--- config.mk ---
export PLATFORM = sky130hd
export DESIGN_NAME = fetch_unit
export DESIGN_NICKNAME = d
export VERILOG_FILES = /design/src/rtl/fetch_unit.sv
export SDC_FILE = /design/constraint.sdc
export NUM_CORES = 1
export LEC_CHECK = 0
export CAP_MARGIN = 20
export CORE_ASPECT_RATIO = 1.1
export CORE_MARGIN = 1.5
export CORE_UTILIZATION = 41
export DETAILED_ROUTE_END_ITERATION = 12
export GPL_TIMING_DRIVEN = 0
export PLACE_DENSITY = 0.81
export SLEW_MARGIN = 30
export SYNTH_ARGS = -nofsm -noshare
export SYNTH_HDL_FRONTEND = slang
export SYNTH_SLANG_ARGS = --single-unit
--- constraint.sdc ---
create_clock -name clk -period 2.4 [get_ports clk]
set_clock_uncertainty 0.05 [all_clocks]
set_input_delay 0.24 -clock clk [delete_from_list [all_inputs] [get_ports clk]]
set_output_delay 0.24 -clock clk [all_outputs]
set_load 0.02 [all_outputs]
--- src/rtl/fetch_unit.sv ---
// fetch_unit
// ----------
// Instruction-fetch stage that sits directly in front of the main decoder.
// It owns the PC, fetches one word per instruction from instruction memory,
// registers it, and offers it to decode. While the word is held, it applies
// the next-PC decision from decode/execute: PC+4, or a branch/jump target.
//
// Handshake (imem side): imem_req is the request "valid". imem_addr is
// stable for as long as imem_req is high. A transfer completes on a rising
// edge where imem_req=1 and imem_ready=1, and imem_rdata is captured on that
// same edge. imem_ready while imem_req=0 has no effect. Each fetch issues
// exactly one request and takes exactly one word. The PC never changes while
// a request is outstanding.
//
// Ports:
//   clk         in   clock, all state changes on the rising edge
//   reset       in   synchronous active-high reset
//   PCSrc       in   1 = next PC is PCTarget; only sampled in HOLD without stall
//   PCTarget    in   branch/jump target from execute
//   stall_in    in   downstream stall, freezes HOLD
//   imem_req    out  instruction-memory request
//   imem_addr   out  fetch address (= PC)
//   imem_rdata  in   instruction word, valid when imem_ready=1
//   imem_ready  in   memory completes the request this cycle
//   Instr       out  registered instruction
//   op          out  Instr[6:0] for the main decoder
//   PC          out  address of Instr
//   PCPlus4     out  PC+4, wraps modulo 2^XLEN
//   instr_valid out  Instr/op valid for decode this cycle
//   fetch_err   out  sticky error: misaligned next PC or memory timeout
//   fetchState  out  current FSM state (debug observation)

module fetch_unit #(
    parameter int unsigned    XLEN     = 32,
    parameter logic [XLEN-1:0] RESET_PC = '0,
    parameter int unsigned    MAX_WAIT = 15
) (
    input  logic            clk,
    input  logic            reset,
    input  logic            PCSrc,
    input  logic [XLEN-1:0] PCTarget,
    input  logic            stall_in,
    output logic            imem_req,
    output logic [XLEN-1:0] imem_addr,
    input  logic [XLEN-1:0] imem_rdata,
    input  logic            imem_ready,
    output logic [XLEN-1:0] Instr,
    output logic [6:0]      op,
    output logic [XLEN-1:0] PC,
    output logic [XLEN-1:0] PCPlus4,
    output logic            instr_valid,
    output logic            fetch_err,
    output logic [1:0]      fetchState
);

    typedef enum logic [1:0] {
        REQ  = 2'd0,
        HOLD = 2'd1,
        ERR  = 2'd2
    } fetchState_t;

    // addi x0, x0, 0: a harmless word for decode to see after reset
    localparam logic [XLEN-1:0] NOP_WORD = XLEN'(32'h0000_0013);
    localparam logic [7:0]      WAIT_LAST = 8'(MAX_WAIT - 1);

    fetchState_t     stateQ,   stateD;
    logic [XLEN-1:0] pcQ,      pcD;
    logic [XLEN-1:0] instrQ,   instrD;
    logic [7:0]      waitCntQ, waitCntD;
    logic            errQ,     errD;

    logic [XLEN-1:0] pcPlus4;
    logic [XLEN-1:0] nextPc;

    // ------------------------------------------------------------------
    // State register
    // ------------------------------------------------------------------
    always_ff @(posedge clk) begin
        if (reset) begin
            // Any outstanding request is simply dropped: the state moves back
            // to REQ, so a ready seen on this edge is never captured.
            stateQ   <= REQ;
            pcQ      <= RESET_PC;
            instrQ   <= NOP_WORD;
            waitCntQ <= 8'd0;
            errQ     <= 1'b0;
        end else begin
            stateQ   <= stateD;
            pcQ      <= pcD;
            instrQ   <= instrD;
            waitCntQ <= waitCntD;
            errQ     <= errD;
        end
    end

    // ------------------------------------------------------------------
    // Next-PC candidates
    // ------------------------------------------------------------------
    assign pcPlus4 = pcQ + XLEN'(4);
    assign nextPc  = PCSrc ? PCTarget : pcPlus4;

    // ------------------------------------------------------------------
    // Next-state logic
    // ------------------------------------------------------------------
    always_comb begin
        stateD   = stateQ;
        pcD      = pcQ;
        instrD   = instrQ;
        waitCntD = waitCntQ;
        errD     = errQ;

        case (stateQ)
            REQ: begin
                if (imem_ready) begin
                    instrD   = imem_rdata;
                    waitCntD = 8'd0;
                    stateD   = HOLD;
                end else if (waitCntQ == WAIT_LAST) begin
                    // This is the last allowed REQ cycle without a response.
                    errD   = 1'b1;
                    stateD = ERR;
                end else begin
                    waitCntD = waitCntQ + 8'd1;
                end
            end

            HOLD: begin
                if (!stall_in) begin
                    if (nextPc[1:0] != 2'b00) begin
                        // Keep the PC of the faulting instruction visible.
                        errD   = 1'b1;
                        stateD = ERR;
                    end else begin
                        pcD    = nextPc;
                        stateD = REQ;
                    end
                end
            end

            ERR: begin
                // Terminal until reset: all registers hold.
            end

            default: begin
                stateD = ERR;
                errD   = 1'b1;
            end
        endcase
    end

    // ------------------------------------------------------------------
    // Outputs
    // ------------------------------------------------------------------
    assign imem_req    = (stateQ == REQ)  && !reset;
    assign instr_valid = (stateQ == HOLD) && !reset;
    assign imem_addr   = pcQ;
    assign PC          = pcQ;
    assign PCPlus4     = pcPlus4;
    assign Instr       = instrQ;
    assign op          = instrQ[6:0];
    assign fetch_err   = errQ;
    assign fetchState  = stateQ;

endmodule

; ---- Word level (Yosys, flattened, before mapping)
; Index checks and enable logic that the tools add are counted.
[totals]
wordCells = 42
out_inout_bits = 140
regBits = 75
[op_classes]
n_bitwise = 3
n_eq_ne = 9
n_addsub = 2
mux = 13
n_reduce_logical = 10
[ops]
columns = operator, count
row1 = "adder 32 x 3 -> 32 bit, second input constant", 1
row2 = two-way mux 32 bit, 1
row3 = two-way mux 8 bit, 2
row4 = "!= test 2 bit, second input constant", 5
row5 = "adder 8 x 1 -> 8 bit, second input constant", 1
row6 = "equality test 8 x 4 -> 1 bit, second input constant", 1
row7 = two-way mux 2 bit, 4
row8 = case mux 2 bit (3 select lines), 1
row9 = AND reduction 3 bit, 2
row10 = AND reduction 5 bit, 1
row11 = two-way mux 1 bit, 4
row12 = AND reduction 2 bit, 2
row13 = "!= test 3 bit, second input constant", 1
row14 = NOT 1 bit, 3
row15 = case mux 1 bit (3 select lines), 1
row16 = "equality test 2 x 1 -> 1 bit, second input constant", 1
row17 = "equality test 2 bit, second input constant", 1
row18 = logical AND 1 bit, 2
row19 = zero test 2 bit, 1
row20 = nonzero test 2 bit, 1
row21 = zero test 1 bit, 1

; ---- Depth between registers and ports, before layout
[logic_depth]
depth_word = 6
ltp_mapped = 8
ltp_nobuf = 7

; ---- Worst setup path after synthesis
; No wires, ideal clock.
[synth_path]
kind = reg2out
startpoint = reg pcQ[3], in the netlist PC[3]
endpoint = out PCPlus4[20]
t_required_ns = 2.110
t_arrival_ns = 2.193
path_buffers = 0
path_stages_with_launch = 6
path_slack_ns = -0.083
path_cell_list = dfxtp_1 -> ha_1 -> nand3_1 -> nor4_1 -> nand4_1 -> xnor2_1
[synth_between]
elab_chain_len = 1
[synth_lines]
columns = element, line
row1 = "start, declared", 67  ; logic [XLEN-1:0] pcQ, pcD;
row2 = "start signal, assigned", 89  ; pcQ <= pcD;
row3 = adder 32 x 3 -> 32 bit, 99  ; assign pcPlus4 = pcQ + XLEN'(4);
row4 = "end, declared", 50  ; output logic [XLEN-1:0] PCPlus4,
; Every way passes these cells.

; ---- Worst setup path after layout
[layout_path]
startpoint = reg pcQ[5], in the netlist PC[5]
endpoint = out PCPlus4[29]
; The elaborated chain is that of the path after synthesis.

==> metrics.txt <==
status finished, violations left; failing checks negative setup slack; layout filler cell count 733; Avg WL per Cell between 15 and 20 microns; initial antenna violation count 0; Seq pwr share 0.414; post-synthesis async set-or-reset flop share 0; final WL 17.3 mm; Yosys cell types 61; pin count of the biggest net entering global routing 14; layout cells sized above 1 0.227; area grow syn2layout 68.8%; Starting Density 0.428; max_cap viols 0; dpl hpwl between 10 and 15 mm; Post-Synth Simple-Gate Area 0.278; number of flops mapped to enable cells by yosys 0; Setup crit end kind output port; Worst Slack Setup Final -124 ps; register area 1540 sq um; HP Class in2reg; Seq/Total Area, Yosys 0.350; gr usage total 0.293; VDD IR max 330 uV; syn nets between 600 and 700; switching portion of total power 0.285; Leak 3.01 nW; ANT cells 0; critical path peak fanout 4; period utilisation layout 1.05; number of synthesized register bits 75; core box area 10,000 sq um; fmax 396 MHz; Pint approximately 0.0023 W; RSZ-0062 raised after global routing true; CTS root buffer clkbuf_8; Mean Syn Cell Area 7.80 sq um; worst endpoint required time 2110 ps; IO Count 209; initial DRC count 478; DR DRC count 0; vias in the first global route between 5,000 and 6,000; Post-Layout Inst Area 7240 sq um; Detail Route Antenna Nets 0; grt ovf 0; pwr dens 451 nW/um^2; xor-xnor portion of the synthesized cell area 0.0674; routability cong. approximately 0.9; adder-cell share of the synthesized area 0.00875; CTS tree yes; DP Area 6540 sq um; Via-to-Cell Ratio around 5.6; Yosys warnings 0; worst hold slack 308 ps; main combinational cell family by area after synthesis simple AND/OR/NAND/NOR gates; Nets 878; cts hold-fix bufs 0; total power draw 0.00326 W; Combinational Power Share 0.217; area of the multi-input gates 2460 sq um; slew margin rel. 0.550; Slew @ Worst Pin 675 ps; Final min period approximately 2500 ps; Longest Clk Path Bufs 2; Clk network pwr share 0.369; die width approximately 100 microns; Clock Latency Late Sink 360 ps; # clock sinks 75; commonest register cell after synthesis dfxtp_1; post-synthesis mux area share 0.00700; crit path DAT 2230 ps; hold violation count in the final report 0; compound-cell area share of the yosys netlist 0.171; DR vias 5,349; R2R Setup Slk 110 ps; critical path class reg2out; first-pass GRT wire length between 20 and 30 mm; final setup vio count 4; H-tree levels 3; DIE HEIGHT between 100 and 150 microns; Clock Pin Slew Worst Setup and Hold Paths 90 ps; Mapped Area roughly 4300 sq um; Worst setup SP type register; row cnt 38; P_sw 0.000931 W; Pre-Repair DR Iteration Count 5; die area ~11,000 sq um; Post-Synthesis Cells 550; CTS Buf Count 9; IO Port Bufs 206; pins over their slew limit 0
cells in the final DEF (no fill, tap or decap), types with 14 or more instances in the layout:
master           instances
clkdlybuf4s50_1        182
nand2_1                 91
buf_4                   85
dfxtp_1                 57
a21oi_1                 47
nor2_1                  33
nand3_1                 30
clkbuf_1                20
buf_2                   18
xnor2_1                 15
o21ai_0                 15
nand4_1                 14
xor2_1                  14
cell usage after synthesis (2+ instances only):
cell type / n / area, sq um
nand2_1: 94 / 353
dfxtp_1: 75 / 1500
a21oi_1: 48 / 240
buf_4: 43 / 323
nand3_1: 35 / 175
nor2_1: 35 / 131
clkbuf_1: 22 / 82.6
xnor2_1: 19 / 166
o21ai_0: 15 / 75.1
nand4_1: 14 / 87.6
xor2_1: 14 / 123
buf_2: 11 / 55.1
and3_1: 10 / 62.6
a31oi_1: 8 / 50.1
inv_1: 8 / 30.0
nor4_1: 8 / 50.1
a32o_1: 7 / 70.1
a22o_1: 6 / 52.6
a22oi_1: 5 / 37.5
and2_1: 5 / 31.3
nor3_1: 5 / 25.0
a21o_1: 4 / 30.0
ha_1: 3 / 37.5
mux2i_1: 3 / 30.0
nor3b_1: 3 / 22.5
o31ai_1: 3 / 22.5
or3_1: 3 / 18.8
and3_2: 2 / 15.0
nand3b_1: 2 / 15.0
nand4b_1: 2 / 17.5
nor4_4: 2 / 42.5
o211ai_1: 2 / 15.0
o311a_1: 2 / 20.0
o311ai_0: 2 / 17.5
or2_2: 2 / 12.5
or3b_1: 2 / 17.5
or4_1: 2 / 15.0
power by group through the flow:
stage | logic [W] | registers [W] | clock network (W)
6_report | 0.000707 | 0.00135 | 0.00120
2_1_floorplan | 0.000271 | 0.00143 | 0
3_5_place_dp | 0.000688 | 0.00138 | 0
4_1_cts | 0.000690 | 0.00135 | 0.00121
3_3_place_gp | 0.000679 | 0.00138 | 0
5_1_grt | 0.000749 | 0.00136 | 0.00126
kinds of logic (layout without fill, tap and decap cells):
group / after synthesis / count (layout)
adder cells (fa/ha/maj): 3 / 3
flip-flops: 75 / 75
XOR/XNOR: 33 / 33
buffers and inverters: 87 / 348
AO/OA/AOI/OAI: 114 / 114
multiplexers: 3 / 3
AND/OR/NAND/NOR: 235 / 235
stage by stage:
stage                      util  setup TNS [ps]  instances  setup slack, ps
after floorplan               -               0        550             26.6
after detailed placement  0.652           -7990        896             -686
after global placement    0.652           -7730        896             -691
after global routing      0.722            -815        951             -179
final                     0.722            -284        951             -124
after CTS                 0.705            -128        933            -78.4
layout make-up:
cell class | instances | share of cell area
clock buffers | 9 | 0.0171
flip-flops and latches | 75 | 0.213
inverters | 9 | 0.00467
plain buffers | 78 | 0.0696
multi-input cells | 388 | 0.340
repair buffers | 245 | 0.315
clock inverters | 7 | 0.0161
well taps | 140 | 0.0242
path summary, 6_finish.rpt:
kind | from | endpoint | depth (start not counted)
hold reg to reg | Instr[24] | Instr[24] | 2
setup reg to reg | PC[5] | PC[29] | 11
setup / recovery | PC[5] | PCPlus4[29] | 9
hold / removal | PCSrc | PC[20] | 4
flip-flops by register name, summed over array words and instances, names as in the netlist:
name	cells
Instr	32
waitCntQ	8
fetchState	2
fetch_err	1
PC	32
critical path, stage by stage, from the launching register on:
cell     delay, ps
dfxtp_2        360
buf_6          110
nand4_1        170
buf_6          190
nor4_4         210
buf_4          200
buf_6           90
nand4_1        150
xnor2_2        210
buf_4          170
layer usage:
metal / vias up / track usage / part of all wire
met5: - / 0 / 0
met4: 0 / 0.200 / 0.050
met3: 75 / 0.0958 / 0.12
met2: 412 / 0.505 / 0.48
met1: 2459 / 0.303 / 0.35
li1: 2403 / - / -
repair_timing:
| action | in CTS | in global routing |
|---|---|---|
| setup buffers | 21 | 18 |
| pin swaps | 13 | 11 |
| gates resized for setup | 130 | 39 |
| setup endpoints to repair | 30 | 23 |
Note: power is estimated with default switching activity, not from simulation.
